File: config.mk
export PLATFORM = sky130hd
export DESIGN_NAME = flo_rx_arbiter
export DESIGN_NICKNAME = d
export VERILOG_FILES = /design/src/rtl/flo_rx_arbiter.sv
export SDC_FILE = /design/constraint.sdc
export NUM_CORES = 1
export LEC_CHECK = 0
export ABC_CLOCK_PERIOD_IN_PS = 3470
export CAP_MARGIN = 20
export CORE_MARGIN = 10
export CORE_UTILIZATION = 45
export CTS_CLUSTER_DIAMETER = 200
export CTS_CLUSTER_SIZE = 12
export DETAILED_ROUTE_END_ITERATION = 8
export DONT_BUFFER_PORTS = 1
export PLACE_DENSITY = 0.57
export SLEW_MARGIN = 20
export SYNTH_ARGS = -nofsm -noshare
export SYNTH_HDL_FRONTEND = slang
export SYNTH_SLANG_ARGS = --single-unit
File: constraint.sdc
create_clock -name clk -period 3.47 [get_ports clk]
set_clock_uncertainty 0.1 [all_clocks]
set_input_delay 1.041 -clock clk [delete_from_list [all_inputs] [get_ports clk]]
set_output_delay 1.041 -clock clk [all_outputs]
set_load 0.02 [all_outputs]
File: src/rtl/flo_rx_arbiter.sv
// rtl/flo_rx_arbiter.sv - round-robin RX FIFO readout arbiter with settle-timed read pulses
// Define FLO_RX_ARB_URGENT_EN to let channels at or above URGENT_THRESH pre-empt round-robin order.
module flo_rx_arbiter #(
  parameter int N_CH          = 2,
  parameter int WIDTH         = 24,
  parameter int LOCS_BITS     = 14,
  parameter int BURST         = 4,
  parameter int SETTLE        = 3,
  parameter int URGENT_THRESH = 12288
) (
  input  logic                          clk,
  input  logic                          rst,
  input  logic                          enable_i,
  input  logic [N_CH*WIDTH-1:0]         fifo_data_i,
  input  logic [N_CH-1:0]               fifo_valid_i,
  input  logic [N_CH*LOCS_BITS-1:0]     fifo_locs_i,
  output logic [N_CH-1:0]               fifo_read_o,
  output logic [WIDTH+$clog2(N_CH)-1:0] data_o,
  output logic                          valid_o,
  input  logic                          ready_i,
  output logic                          busy_o,
  output logic [$clog2(N_CH)-1:0]       grant_o,
  output logic [31:0]                   word_cnt_o
);

  localparam int CW = $clog2(N_CH);
  localparam int SW = (SETTLE < 1) ? 1 : $clog2(SETTLE + 1);
  localparam logic [LOCS_BITS-1:0] L_THRESH = LOCS_BITS'(URGENT_THRESH);

  typedef enum logic [1:0] {S_IDLE, S_XFER, S_WAIT} state_t;

  state_t                r_state;
  state_t                w_state_nxt;
  logic [CW-1:0]         r_rr_ptr;
  logic [CW-1:0]         r_grant;
  logic [7:0]            r_burst_cnt;
  logic [SW-1:0]         r_settle_cnt;
  logic [N_CH-1:0]       r_read;
  logic [WIDTH+CW-1:0]   r_data;
  logic                  r_valid;
  logic [31:0]           r_word_cnt;

  logic                  w_rr_any;
  logic [CW-1:0]         w_rr_sel;
  int                    w_idx;
  logic                  w_grant_any;
  logic [CW-1:0]         w_grant_ch;
  logic                  w_cur_valid;
  logic                  w_rr_cont;
  logic                  w_continue;
  logic                  w_rr_adv;
  logic                  w_slot_free;
  logic                  w_settle_done;
  logic                  w_grant;
  logic                  w_load;
  logic                  w_exit;
  logic [CW-1:0]         w_rr_next;

  // Scan downward so the channel closest to r_rr_ptr is the last one written.
  always_comb begin
    w_rr_any = 1'b0;
    w_rr_sel = '0;
    w_idx    = 0;
    for (int i = N_CH - 1; i >= 0; i--) begin
      w_idx = int'(r_rr_ptr) + i;
      if (w_idx >= N_CH) w_idx = w_idx - N_CH;
      if (fifo_valid_i[w_idx]) begin
        w_rr_any = 1'b1;
        w_rr_sel = CW'(w_idx);
      end
    end
  end

  assign w_cur_valid   = fifo_valid_i[r_grant];
  assign w_rr_cont     = enable_i && (r_burst_cnt < 8'(BURST)) && w_cur_valid;
  assign w_slot_free   = !r_valid || ready_i;
  assign w_settle_done = (r_settle_cnt <= SW'(1));
  assign w_rr_next     = (r_grant == CW'(N_CH - 1)) ? '0 : r_grant + CW'(1);

`ifdef FLO_RX_ARB_URGENT_EN
  logic          r_urgent;
  logic          w_urg_any;
  logic [CW-1:0] w_urg_sel;
  logic          w_urg_keep;

  always_comb begin
    w_urg_any = 1'b0;
    w_urg_sel = '0;
    for (int i = N_CH - 1; i >= 0; i--) begin
      if (fifo_valid_i[i] && (fifo_locs_i[i*LOCS_BITS +: LOCS_BITS] >= L_THRESH)) begin
        w_urg_any = 1'b1;
        w_urg_sel = CW'(i);
      end
    end
  end

  assign w_urg_keep  = fifo_locs_i[r_grant*LOCS_BITS +: LOCS_BITS] >= L_THRESH;
  assign w_grant_any = w_rr_any | w_urg_any;
  assign w_grant_ch  = w_urg_any ? w_urg_sel : w_rr_sel;
  assign w_continue  = r_urgent ? (enable_i && w_cur_valid && w_urg_keep) : w_rr_cont;
  assign w_rr_adv    = !r_urgent;

  always_ff @(posedge clk or posedge rst) begin
    if (rst) r_urgent <= 1'b0;
    else if (w_grant) r_urgent <= w_urg_any;
  end
`else
  logic w_unused;

  assign w_grant_any = w_rr_any;
  assign w_grant_ch  = w_rr_sel;
  assign w_continue  = w_rr_cont;
  assign w_rr_adv    = 1'b1;
  assign w_unused    = ^{fifo_locs_i, L_THRESH};
`endif

  always_ff @(posedge clk or posedge rst) begin
    if (rst) r_state <= S_IDLE;
    else     r_state <= w_state_nxt;
  end

  always_comb begin
    w_state_nxt = r_state;
    case (r_state)
      S_IDLE:  if (enable_i && w_grant_any) w_state_nxt = S_XFER;
      S_XFER:  if (w_slot_free) w_state_nxt = S_WAIT;
      S_WAIT:  if (w_settle_done) w_state_nxt = w_continue ? S_XFER : S_IDLE;
      default: w_state_nxt = S_IDLE;
    endcase
  end

  always_comb begin
    w_grant = (r_state == S_IDLE) && enable_i && w_grant_any;
    w_load  = (r_state == S_XFER) && w_slot_free;
    w_exit  = (r_state == S_WAIT) && w_settle_done && !w_continue;
  end

  always_ff @(posedge clk or posedge rst) begin
    if (rst) begin
      r_rr_ptr     <= '0;
      r_grant      <= '0;
      r_burst_cnt  <= '0;
      r_settle_cnt <= '0;
      r_read       <= '0;
      r_data       <= '0;
      r_valid      <= 1'b0;
      r_word_cnt   <= '0;
    end else begin
      if (w_grant) begin
        r_grant     <= w_grant_ch;
        r_burst_cnt <= '0;
      end
      // A new load always wins over a same-edge handshake clearing valid.
      if (w_load) begin
        r_data       <= {r_grant, fifo_data_i[r_grant*WIDTH +: WIDTH]};
        r_valid      <= 1'b1;
        r_settle_cnt <= SW'(SETTLE);
        if (r_burst_cnt != 8'hFF) r_burst_cnt <= r_burst_cnt + 8'd1;
      end else if (r_valid && ready_i) begin
        r_valid <= 1'b0;
      end
      r_read <= w_load ? (N_CH'(1) << r_grant) : '0;
      if (r_state == S_WAIT) r_settle_cnt <= r_settle_cnt - SW'(1);
      if (r_valid && ready_i) r_word_cnt <= r_word_cnt + 32'd1;
      if (w_exit && w_rr_adv) r_rr_ptr <= w_rr_next;
    end
  end

  assign fifo_read_o = r_read;
  assign data_o      = r_data;
  assign valid_o     = r_valid;
  assign busy_o      = (r_state != S_IDLE);
  assign grant_o     = r_grant;
  assign word_cnt_o  = r_word_cnt;

endmodule

# == After elaboration in Yosys (flattened, before gate mapping) ==
# Index checks and enable logic that the tools add are counted.
# totals
register_bits,74
in_bits,82
output_inout_bits,62
# classes
mux,28
magnitude_cmp,7
multipliers,1
shift,2
reduce_logical,17
n_eq_ne,6
addsub,7
# op_table
op,count
$lt A32 B3 Y1 const B,2
$mux W32,2
$shiftx A48 B7 Y24,1
$add A32 B1 Y32 const B,1
$mux W8,3
$mux W1,16
$mux W2,6
$logic_and A1 B1 Y1,9
$add A8 B1 Y8 const B,1
$lt A8 B3 Y1 const B,1
$ne A8 B8 Y1 const B,1
$ne A2 B2 Y1 const B,3
$pmux W2 S3,1
$reduce_bool A2 Y1,3
$mul A1 B2 Y3 const B,1
$reduce_and A3 Y1,1
$sub A1 B2 Y3 const B,1
$sub A2 B2 Y3 const B,1
$add A1 B1 Y2 const B,1
$eq A2 B1 Y1 const B,1
$eq A2 B2 Y1 const B,1
$ge A1 B2 Y1 const B,1
$ge A2 B2 Y1 const B,1
$le A2 B1 Y1 const B,1
other kinds (7),8

# == Longest topological paths before layout ==
# Gate-level depths: netlist of run 1.
# depth
ltp_word,12
depth_mapped,6
ltp_nobuf,5

# == Least setup slack after synthesis of run 1 ==
# Ideal clock, no wire load.
# synth_path
path_kind,input port to flip-flop
startpoint,input ready_i
endpoint,register r_word_cnt[25] (netlist: word_cnt_o[25])
path_slack_ns,1.222
setup_ns,0.129
stages,4
arrival_time_ns,2.019
n_path_buf,0
path_cell_list,nand4_2 nor4_4 nand4_1 xnor2_1
# synth_via
elab_chain_len,1
# synth_lines
item,line_no,text
start: declaration,20,"input logic ready_i,"
$logic_and A1 B1 Y1,164,if (r_valid && ready_i) r_word_cnt <= r_word_cnt + 32'd1;
end signal: assignment,164,
end: declaration,41,logic [31:0] r_word_cnt;
# No other way between the ends.
# A chain may end at the register's enable or synchronous reset.

# == Worst setup path after layout of run 1 ==
# layout_path
startpoint,register r_grant (netlist: grant_o)
endpoint,output grant_o
# layout_rtl
item,line_no,text
start: declaration,35,logic [CW-1:0] r_grant;
start signal: assignment,150,r_grant <= w_grant_ch;
end: declaration,22,"output logic [$clog2(N_CH)-1:0] grant_o,"
# No word-level cell between the ends.

==> results of run 1 <==
-- synth_stat cells --
cell      count  area (µm²)
a21boi_1      1        7.51
a21o_1        1        7.51
a21oi_1       1        5.00
a31oi_1       1        6.26
a32o_1        1        10.0
and2_1        4        25.0
and3_1        7        43.8
buf_1         1        3.75
buf_2         2        10.0
clkbuf_1      8        30.0
dfrtp_1      74        1850
ha_1          3        37.5
inv_1         8        30.0
mux2_2        2        22.5
mux2i_1      26         260
nand2_1      40         150
nand2b_1      3        18.8
nand3_1      21         105
nand4_1      10        62.6
nand4_2       2        25.0
nand4_4       1        21.3
nor2_1        9        33.8
nor2b_1       3        18.8
nor3_1        5        25.0
nor4_2        1        12.5
nor4_4        2        42.5
nor4b_1       1        8.76
o211ai_1      7        52.6
o21a_1        1        7.51
o21ai_0      30         150
o31ai_1       2        15.0
or3_1         1        6.26
or4_1         1        7.51
xnor2_1      23         201
xor2_1       10        87.6
-- flip-flops by register name, indices dropped and copies added, names as in the netlist --
name          flops
r_burst_cnt       8
grant_o           1
data_o           25
word_cnt_o       32
r_state           2
valid_o           1
r_settle_cnt      2
r_rr_ptr          1
fifo_read_o       2
-- worst paths after layout --
check	cells after the start	slack [ns]	startpoint	end
setup / recovery	1	1.23	grant_o$_DFFE_PP0P_	grant_o
hold / removal	1	0.39	r_settle_cnt[0]$_DFFE_PP0P_	r_settle_cnt[0]$_DFFE_PP0P_
setup reg to reg	4	1.38	word_cnt_o[0]$_DFFE_PP0P_	word_cnt_o[31]$_DFFE_PP0P_
hold reg to reg	1	0.39	r_settle_cnt[0]$_DFFE_PP0P_	r_settle_cnt[0]$_DFFE_PP0P_
min in group asynchronous	1	0.61	rst	word_cnt_o[10]$_DFFE_PP0P_
max in group asynchronous	2	1.97	rst	data_o[1]$_DFFE_PP0P_
-- stage by stage --
step / setup WS, ns / instances / total power [mW] / hold slack (ns)
6_report: 1.23 / 419 / 2.78 / 0.394
5_1_grt: 1.16 / 419 / 2.98 / 0.428
4_1_cts: 1.20 / 419 / 2.83 / 0.394
3_5_place_dp: 0.931 / 404 / 2.15 / 0.384
3_3_place_gp: 0.952 / 404 / 2.12 / 0.375
2_1_floorplan: 0.447 / 313 / 1.97 / 0.351
-- cells in the final DEF, fill, tap and decap left out, types with 2 or more instances in the layout --
master / n
clkbuf_8: 11
nor2b_1: 3
o31ai_1: 2
nor3_1: 5
nor4_4: 2
and2_1: 4
nand3_1: 21
o211ai_1: 7
dfrtp_1: 73
xor2_1: 10
o21ai_0: 30
nand4_1: 10
inv_1: 7
buf_4: 2
nand2_1: 39
mux2i_1: 26
nand2b_1: 3
mux2_2: 2
and3_1: 7
xnor2_1: 23
nand4_2: 2
ha_1: 3
nor2_1: 9
-- area by class of cell --
type | instances | area [µm²]
Fill cell | 709 | 3570
Sequential cell | 74 | 1850
Multi-Input combinational cell | 220 | 1480
Clock buffer | 11 | 151
Tap cell | 99 | 124
Clock inverter | 4 | 51.3
Timing Repair Buffer | 3 | 35.0
Inverter | 8 | 30.0
-- where the power goes --
group          internal [mW]  leakage [nW]  switching [mW]
sequential              1.08         0.970           0.418
clock                  0.367         0.101           0.307
combinational          0.244         0.658           0.359
total                   1.69          1.73            1.08
-- kinds of logic after synthesis --
group	count (synthesis)	synth area share, %
muxes	28	8.31
and+or+nand+nor	111	17.8
DFF	74	54.4
buffers and inverters	19	2.17
xor gates and xnor gates	33	8.49
AOI/OAI and AO/OA	45	7.68
adders and majority gates	3	1.10
-- routing by layer --
metal  vias to the layer above  track usage [%]
met4                         0             5.51
met2                        77             21.4
met3                        10             6.53
met1                      1075             14.4
met5                         -                0
li1                       1103                -
==> impl_metrics.csv, run 1 <==
group,metric,value,unit
setup_path,path_cells,"buf_4",
setup_path,cp-start-kind,"register",
setup_path,slowest_stage,"buf_4",
sta,setup_viol,0,
sta,max_slew_margin,43.3,%
min_path,hold_class,"register to register",
routing,wl_per_cell,17.9,µm
setup_path,path_buf_inv,1,
clocking,numCtsBuffers,9,
sta,fin_crit,2.24,ns
die,row_count,31,
sta,fin_tns_setup,0,ns
clocking,ctsResizeCount,0,
die,fp.dieArea,11400,µm²
sta,fmax,446,MHz
power,cellLeakagePower,1.73,nW
routing,drtIter0Drc,49,
routing,routed_wl,7490,µm
clocking,path_clk_slew,0.07,ns
clocking,cts_setup_buffers,0,
sta,period_share,64.7,%
clocking,clockBufferDepth,2,
clocking,postCtsHoldBufs,0,
job,max_cap_viol_count,0,
synth,avgSynthCellArea,10.9,µm²
die,die_h,107,µm
routing,vias,2265,
die,initial_core_util,46.7,%
die,ios,144,
die,core_area,7290,µm²
power,ir_drop,0.374,mV
final_layout,diodes,0,
routing,met3_length,791,µm
clocking,cts_root_buf,"clkbuf_8",
setup_path,crit_arrival,1.10,ns
sta,worst_pin_slew,0.846,ns
die,die_w,107,µm
synth,synthCells,313,
final_layout,drive_above_1_share,9.06,%
routing,ant_nets,0,
placement,dpl.hpwl,5620,µm
clocking,cts_tree,"built",
grt,grt_pass1_wl,12100,µm
synth,syn_area,3400,µm²
routing,wl_met2,3670,µm
grt,grt_overflow,0,
placement,io_buffer_count,0,
synth,synth_seq_area_share,54.4,%
sta,rsz0062_at_grt,"no",
final_layout,final_area,3720,µm²
routing,firstDrtPassIters,4,
placement,globalplace.congestion,0.768,
grt,grt_pass1_vias,2391,
power,power_density,745,nW/µm²
setup_path,max_stage_delay,0.43,ns
final_layout,fin_nets,401,
synth,syn_nets,398,
synth,ys_ff_latch,74,
clocking,cts.sinks,74,
synth,synth_warnings,0,
placement,dpl_cell_area,3520,µm²
synth,ys_types,35,
routing,wl_met1,2920,µm
clocking,cts_max_level,3,
sta,slew_violations,0,
setup_path,cp_top_family,"buffers and inverters",
routing,viasPerCell,5.41,
setup_path,cp_data_required_time,2.33,ns
setup_path,cp-end-kind,"output port",
grt,grt_usage,13.2,%
setup_path,critPathKind,"register to output port",
routing,drc,0,
sta,finalHoldViolCount,0,
grt,grt_max_degree,41,
outcome,status,"finished clean",
final_layout,fin_util,51.1,%
clocking,clk_latency,0.34,ns
routing,dr.max_layer_used,"met4",
grt,antenna_found_initial,0,
final_layout,area_growth,9.45,%
setup_path,worstPathMaxFanout,30,
Note: power is estimated with default switching activity, not from simulation.
==> inputs of run 2 (changes only) <==
ABC_CLOCK_PERIOD_IN_PS = 2350   (was 3470)
clock period = 2.35 ns   (was 3.47 ns; I/O delays follow)
==> impl_metrics.csv, run 2 (same netlist as run 1, synthesis figures left out) <==
group,metric,value,unit
placement,io_buffer_count,0,
placement,globalplace.congestion,0.792,
grt,grt_max_degree,32,
sta,fin_crit,1.93,ns
setup_path,slowest_stage,"dfrtp_1",
clocking,cts_max_level,3,
setup_path,worstPathMaxFanout,9,
setup_path,cp-start-kind,"register",
routing,firstDrtPassIters,4,
setup_path,cp-end-kind,"register",
final_layout,area_growth,11.4,%
clocking,clockBufferDepth,2,
grt,grt_overflow,0,
setup_path,max_stage_delay,0.56,ns
final_layout,fin_nets,410,
setup_path,path_cells,"nand4_2, nor4_4, nand4_1, xnor2_1",
sta,rsz0062_at_grt,"no",
setup_path,path_buf_inv,0,
clocking,cts_setup_buffers,0,
sta,setup_viol,0,
final_layout,drive_above_1_share,10.9,%
die,fp.dieArea,11400,µm²
setup_path,cp_top_family,"simple AND/OR/NAND/NOR gates",
die,die_h,107,µm
clocking,cts.sinks,74,
grt,grt_pass1_wl,12700,µm
power,power_density,1080,nW/µm²
clocking,path_clk_slew,0.08,ns
routing,ant_nets,0,
sta,max_slew_margin,60.4,%
power,ir_drop,0.604,mV
sta,fmax,519,MHz
die,initial_core_util,46.7,%
placement,dpl.hpwl,5840,µm
clocking,numCtsBuffers,9,
setup_path,cp_data_required_time,2.47,ns
die,row_count,31,
routing,vias,2304,
outcome,status,"finished clean",
die,ios,144,
routing,wl_per_cell,17.8,µm
grt,grt_usage,13.8,%
final_layout,largest_reg_flops,32,
die,die_w,107,µm
clocking,ctsResizeCount,0,
setup_path,r2r_setup_slack,0.42,ns
clocking,cts_root_buf,"clkbuf_8",
final_layout,final_common_cell,"dfrtp_1",
sta,finalHoldViolCount,0,
grt,antenna_found_initial,0,
power,cellLeakagePower,1.76,nW
final_layout,diodes,0,
final_layout,mostFrequentLayoutCells,"dfrtp_1 (73), nand2_1 (40), o21ai_0 (30)",
grt,grt_pass1_vias,2482,
clocking,postCtsHoldBufs,0,
routing,drtIter0Drc,39,
job,max_cap_viol_count,0,
die,core_area,7290,µm²
sta,period_share,82.0,%
final_layout,fin_util,52.0,%
sta,fin_tns_setup,0,ns
final_layout,final_area,3790,µm²
placement,dpl_cell_area,3600,µm²
clocking,clk_latency,0.34,ns
routing,drc,0,
clocking,cts_tree,"built",
setup_path,critPathKind,"register to register",
sta,worst_pin_slew,0.589,ns
routing,viasPerCell,5.37,
routing,routed_wl,7650,µm
setup_path,crit_arrival,2.04,ns
sta,slew_violations,0,
min_path,hold_class,"input pin to asynchronous set/reset pin",
## run 2: cell types whose count changed in the layout (fill, tap and decap cells not counted), moves of 2 or more
cell        delta
clkbuf_8       -2
buf_4          +8
clkinvlp_4     +2
clkbuf_1       +2
## run 2: final timing paths
check                                                 start                           to  cells after the start
worst max-delay path              word_cnt_o[7]$_DFFE_PP0P_   word_cnt_o[28]$_DFFE_PP0P_                      4
worst min-delay path                                    rst    word_cnt_o[9]$_DFFE_PP0P_                      1
worst max register to register    word_cnt_o[7]$_DFFE_PP0P_   word_cnt_o[28]$_DFFE_PP0P_                      4
worst min register to register  r_settle_cnt[0]$_DFFE_PP0P_  r_settle_cnt[0]$_DFFE_PP0P_                      1
max in group asynchronous                               rst        data_o[2]$_DFFE_PP0P_                      2
min in group clk                r_settle_cnt[0]$_DFFE_PP0P_  r_settle_cnt[0]$_DFFE_PP0P_                      1
## run 2: report_power, final
group	leakage (nW)	internal [mW]	switching [mW]
combinational	0.702	0.398	0.557
clock	0.0893	0.488	0.457
sequential	0.970	1.60	0.590
## run 2: cell type report
type                            instances  area (µm²)
Clock buffer                           11         131
Timing Repair Buffer                   12         115
Tap cell                               99         124
Multi-Input combinational cell        220        1480
Clock inverter                          5        55.1
Sequential cell                        74        1850
Fill cell                             708        3500
Inverter                                8        33.8
## run 2: through the flow
stage / hold WS [ns] / setup WS [ns] / total power, mW / instances
2_1_floorplan: 0.351 / 0.438 / 2.90 / 313
3_3_place_gp: 0.374 / 0.367 / 3.18 / 413
3_5_place_dp: 0.377 / 0.378 / 3.21 / 413
4_1_cts: 0.176 / 0.360 / 4.17 / 429
5_1_grt: 0.185 / 0.228 / 4.40 / 429
6_report: 0.172 / 0.423 / 4.09 / 429
## run 2: per-layer routing
metal | share of wire (%) | track usage, %
met5 | 0 | 0
met4 | 1.3 | 5.80
met2 | 50 | 22.5
met3 | 10 | 6.83
met1 | 39 | 14.9
